[config.mk]
export PLATFORM = sky130hd
export DESIGN_NAME = instr_fetch
export DESIGN_NICKNAME = d
export VERILOG_FILES = /design/src/rtl/instr_fetch.sv
export SDC_FILE = /design/constraint.sdc
export NUM_CORES = 1
export LEC_CHECK = 0
export BUFFER_PORTS_ARGS = -buffer_cell sky130_fd_sc_hd__buf_2
export CORE_MARGIN = 3
export CORE_UTILIZATION = 50
export CTS_CLUSTER_DIAMETER = 120
export DETAILED_ROUTE_END_ITERATION = 12
export PLACE_DENSITY = 0.82
export SLEW_MARGIN = 20
export SYNTH_ARGS = -nofsm -noshare
export SYNTH_HDL_FRONTEND = slang
export SYNTH_SLANG_ARGS = --single-unit
export TNS_END_PERCENT = 100
[constraint.sdc]
create_clock -name clk -period 3.2 [get_ports clk]
set_clock_uncertainty 0.2 [all_clocks]
set_input_delay 0.48 -clock clk [delete_from_list [all_inputs] [get_ports clk]]
set_output_delay 0.48 -clock clk [all_outputs]
set_load 0.01 [all_outputs]
[src/rtl/instr_fetch.sv]
// rtl/instr_fetch.sv - instruction fetch FSM between PC unit and instruction memory
module instr_fetch #(
    parameter int unsigned TIMEOUT = 15
) (
    input  logic        clk,
    input  logic        rst_n,
    input  logic [31:0] pc,
    output logic [31:0] instr,
    output logic        stall,
    output logic        imem_req,
    output logic [31:0] imem_addr,
    input  logic        imem_ack,
    input  logic [31:0] imem_rdata,
    output logic        fetch_err,
    output logic [31:0] fetch_cnt
);

    localparam int CW = (TIMEOUT > 1) ? $clog2(TIMEOUT) : 1;
    localparam logic [CW-1:0] CNT_LAST = CW'(TIMEOUT - 1);

    typedef enum logic [1:0] {
        S_ISSUE   = 2'd0,
        S_WAIT    = 2'd1,
        S_DELIVER = 2'd2
    } state_t;

    state_t         state_q;
    logic [CW-1:0]  wait_cnt_q;
    logic [31:0]    instr_q;
    logic           stall_q;
    logic           imem_req_q;
    logic [31:0]    imem_addr_q;
    logic           fetch_err_q;
    logic [31:0]    fetch_cnt_q;

    assign instr     = instr_q;
    assign stall     = stall_q;
    assign imem_req  = imem_req_q;
    assign imem_addr = imem_addr_q;
    assign fetch_err = fetch_err_q;
    assign fetch_cnt = fetch_cnt_q;

    always_ff @(posedge clk or negedge rst_n) begin
        if (!rst_n) begin
            state_q     <= S_ISSUE;
            wait_cnt_q  <= '0;
            instr_q     <= 32'h0;
            stall_q     <= 1'b1;
            imem_req_q  <= 1'b0;
            imem_addr_q <= 32'h0;
            fetch_err_q <= 1'b0;
            fetch_cnt_q <= 32'h0;
        end else begin
            case (state_q)
                S_ISSUE: begin
                    imem_addr_q <= pc;
                    imem_req_q  <= 1'b1;
                    wait_cnt_q  <= '0;
                    instr_q     <= 32'h0;
                    stall_q     <= 1'b1;
                    state_q     <= S_WAIT;
                end
                S_WAIT: begin
                    // An ack arriving on the timeout cycle still delivers data.
                    if (imem_ack) begin
                        instr_q     <= imem_rdata;
                        stall_q     <= 1'b0;
                        imem_req_q  <= 1'b0;
                        fetch_cnt_q <= fetch_cnt_q + 32'd1;
                        state_q     <= S_DELIVER;
                    end else if (wait_cnt_q == CNT_LAST) begin
                        instr_q     <= 32'h0;
                        stall_q     <= 1'b0;
                        imem_req_q  <= 1'b0;
                        fetch_err_q <= 1'b1;
                        state_q     <= S_DELIVER;
                    end else begin
                        wait_cnt_q  <= wait_cnt_q + 1'b1;
                    end
                end
                S_DELIVER: begin
                    instr_q <= 32'h0;
                    stall_q <= 1'b1;
                    state_q <= S_ISSUE;
                end
                default: begin
                    instr_q    <= 32'h0;
                    stall_q    <= 1'b1;
                    imem_req_q <= 1'b0;
                    state_q    <= S_ISSUE;
                end
            endcase
        end
    end

endmodule

After elaboration in Yosys (flattened, before gate mapping)
Index checks and enable logic that the tools add are counted.
Word-level totals
  register bits after elaboration: 105
  input port bits: 67
  word-level logic and storage cells: 37
Operators by class
  add/sub/neg operators: 2
  equality and inequality tests: 6
  multiplexer cells: 13
  bitwise logic cells: 2
  reduce and logical (&&, ||, !) cells: 6
Operators with widths (number)
  32-bit 2-to-1 mux: 3
  32-bit by 1-bit adder with 32-bit output (second input constant): 1
  4-bit 2-to-1 mux: 2
  4-bit case mux with 2 select lines: 1
  3-bit AND reduction: 2
  4-bit by 1-bit adder with 4-bit output (second input constant): 1
  4-bit == test (second input constant): 1
  2-bit 2-to-1 mux: 2
  2-bit inequality test (second input constant): 2
  2-bit case mux with 2 select lines: 1
  2-bit AND reduction: 2
  1-bit 2-to-1 mux: 3
  3-bit inequality test (second input constant): 1
  1-bit case mux with 3 select lines: 1
  2-bit by 1-bit == test with 1-bit output (second input constant): 1
  2-bit == test (second input constant): 1
  2-bit zero test: 1
  1-bit NOT: 2
  2-bit nonzero test: 1

Longest topological paths before layout
  depth after elaboration: 4
  mapped depth: 7

Worst setup path before layout
OpenSTA, ideal clock, no wires.
  kind: flip-flop to flip-flop
  start: register fetch_cnt_q[8], in the netlist fetch_cnt[8]
  end: register fetch_cnt_q[31], in the netlist fetch_cnt[31]
  setup time: 0.125 ns
  arrival time: 1.911 ns
  path slack: 0.964 ns
  stages on the path, launching flop included: 6
  path buffers: 1
  clock period less this slack: 2.236 ns
  cell sequence: dfrtp_1 > nand4_2 > or4_1 > buf_2 > or4_4 > xnor2_2
On the way
  word-level cells in the longest chain between the ends: 1
RTL lines
  from (decl): line 34  | logic [31:0] fetch_cnt_q;
  from (signal assigned): line 69  | fetch_cnt_q <= fetch_cnt_q + 32'd1;
  32-bit by 1-bit adder with 32-bit output: line 69
Every way passes these cells.
A chain may end at the register's enable or synchronous reset.

Worst setup path after layout
  start: register fetch_cnt_q[9], in the netlist fetch_cnt[9]
  end: register fetch_cnt_q[31], in the netlist fetch_cnt[31]
The elaborated chain is that of the path after synthesis.

==> impl_metrics.toml <==
[outcome]
outcome = "complete, no violations"

[yosys]
avgSynthCellArea_um2 = 13.6
synthAdderAreaFrac_pct = 0.907
syn_nets = 375
synth_compound_area_share_pct = 7.38
synth_cell_type_count = 36
synthCells = 305
yosys.area_share.simple_pct = 10.1
ys_seq_elements = 105
synth_mux_area_share_pct = 9.22
synth_top_family_by_area = "simple AND/OR/NAND/NOR gates"
synth_warnings = 0
yosysSeqAreaShare_pct = 63.5
synth-xor-area-share_pct = 7.16
netlist_area_um2 = 4140

[setup_path]
endpoint = "fetch_cnt[31]$_DFFE_PN0P_"
cp.depth = 4
r2r_slack_ps = 890
crit_start = "fetch_cnt[9]$_DFFE_PN0P_"
r2r-end = "fetch_cnt[31]$_DFFE_PN0P_"
path_buf_inv = 0
critPathCaptureType = "flip-flop"
r2r_cells = 4
r2r-start = "fetch_cnt[9]$_DFFE_PN0P_"
critical_path_class = "reg -> reg"
path_cells = "nand4_2, or4_1, or4_4, xnor2_2"
critPathTopFamily = "simple AND/OR/NAND/NOR gates"
crit_fanout = 8
cp.required_ps = 3250
arrival_ps = 2360
critPathSlowestCell = "or4_1"
slowest_delay_ps = 680
worst_setup_path_start_kind = "flip-flop"

[power_and_ir_drop]
p_per_area_nw_per_um2 = 764
p_leak_uw = 0.00280
total_power_uw = 4040
vdd_drop_max_mv = 0.465

[final_layout]
final_cell_mix = "164 x buf_2, 104 x dfrtp_1, 33 x mux2_2, 32 x a22o_1, 17 x xor2_1"
drive_gt1_share_pct = 47.1
diodes = 0
final_common_cell = "buf_2"
final_util_pct = 67.1
fin_nets = 543
area_delta_synth_final_pct = 27.8
nFillCells = 608

[clock_tree]
post_cts_resized = 0
clockBufferDepth = 2
numCtsBuffers = 9
htree_levels = 3
clockRootBuffer = "clkbuf_8"
hold_buffers = 1
insertion_delay_ps = 350
cts_tree = "yes"
postCtsSetupBuffers = 0
cts_num_sinks = 105
clkTransAtPathRegs_ps = 100

[placement]
port_buffers = 165
place_ws_ps = 890
gp_congestion = 0.806
dp_hpwl_um = 6780

[global_routing]
grt_pass1_vias = 3069
grt_max_degree = 55
grt_pass1_wl_um = 14900
grt_overflow = 0
grtUsageTotal_pct = 19.4
antenna_found_initial = 0

[timing]
fmax_mhz = 433
rsz0062_at_grt = "false"
finalSetupViolCount = 0
hold_viol_final = 0
finalSetupTns_ps = 0
period_needed_ps = 2310
fin_crit_sh_pct = 72.1
tightest_slew_ps = 671
slew_violations = 0
setup_slack_ps = 892
slew-limit-headroom_pct = 55.3
fin_hold_ws_ps = 135

[min_path]
hp-class = "in -> reg"

[routing]
post-route-drc-count = 0
ant_nets = 0
dr.pass1.iters = 4
viasPerCell = 5.22
wire_per_inst_um = 15.6
drtIter0Drc = 107
dr_total_vias = 3025
wl_um = 9080

[run]
drv_cap = 0

[die]
die_h_um = 97.0
ios = 166
dieArea_um2 = 9410
initial_core_util_pct = 52.5
chipWidth_um = 97.0
rows = 32
core-area_um2 = 7890
[per-stage QoR]
stage | area, µm² | std cells
global route | 5290 | 580
detailed placement | 5090 | 563
CTS | 5290 | 580
floorplan | 4140 | 305
global placement | 5090 | 563
finish | 5290 | 580
[state kept, by name, indices dropped and copies added (netlist names)]
signal and cells:
imem_addr 32, imem_req 1, fetch_err 1, fetch_cnt 32, wait_cnt_q 4, instr 32, state_q 2, stall 1
[routing by layer]
metal  share of wire, %  GRT usage, %
met5                  0             0
met2                 50          32.2
met4                2.3          8.64
met1                 41          24.2
met3                6.8          4.76
[worst min-delay path by stage]
stage                              start                        end  slack (ps)  cells past startpoint
2_1_floorplan                      rst_n   fetch_cnt[0]$_DFFE_PN0P_         -20                      0
3_3_place_gp   fetch_cnt[26]$_DFFE_PN0P_  fetch_cnt[26]$_DFFE_PN0P_         270                      1
3_5_place_dp       fetch_err$_DFFE_PN0P_      fetch_err$_DFFE_PN0P_         260                      1
4_1_cts                   imem_rdata[24]      instr[24]$_DFFE_PN0P_         120                      2
5_1_grt                    imem_rdata[6]       instr[6]$_DFFE_PN0P_         110                      2
6_report                  imem_rdata[11]      instr[11]$_DFFE_PN0P_         140                      2
[power by group]
group | switching (µW) | internal (µW) | total, µW
combinational | 676 | 675 | 1350
clock | 446 | 315 | 760
sequential | 234 | 1700 | 1930
[cell families (layout without fill, tap and decap cells)]
logic type,count (synthesis),count (layout)
xor gates and xnor gates,33,33
muxes,34,34
adders and majority gates,3,3
and+or+nand+nor,75,75
DFF,105,105
AOI/OAI and AO/OA,36,36
buffers and inverters,19,192
[final cells by class]
class	instances	area, µm²	area share (%)
clock buffer	10	138	2.60
clock inverter	6	47.5	0.899
tap	102	128	2.41
sequential	105	2630	49.7
inverter	5	18.8	0.355
multi-input combinational	181	1440	27.2
timing repair buffer	171	888	16.8
[synth_stat cells, drive strengths merged]
| cell | n | area, µm² |
|---|---|---|
| nor2 | 10 | 37.5 |
| dfstp | 1 | 26.3 |
| nor3b | 2 | 15.0 |
| xor2 | 17 | 149 |
| xnor2 | 16 | 148 |
| and2 | 3 | 18.8 |
| and4 | 4 | 35.0 |
| inv | 5 | 18.8 |
| nand2 | 13 | 48.8 |
| and3b | 1 | 8.76 |
| nor2b | 1 | 6.26 |
| mux2i | 1 | 10.0 |
| nor4 | 3 | 18.8 |
| nand4 | 8 | 56.3 |
| a22o | 32 | 280 |
| ha | 3 | 37.5 |
| mux2 | 33 | 372 |
| a41o | 1 | 10.0 |
| or4 | 2 | 18.8 |
| o21ai | 2 | 10.0 |
| nand3 | 13 | 65.1 |
| clkbuf | 9 | 33.8 |
| or2 | 2 | 12.5 |
| and4b | 1 | 10.0 |
| a21oi | 1 | 5.00 |
| nand3b | 1 | 7.51 |
| dfrtp | 104 | 2600 |
| buf | 5 | 20.0 |
| nor3 | 9 | 45.0 |
| and3 | 2 | 12.5 |
No activity file was read; power rests on OpenSTA's default activity.
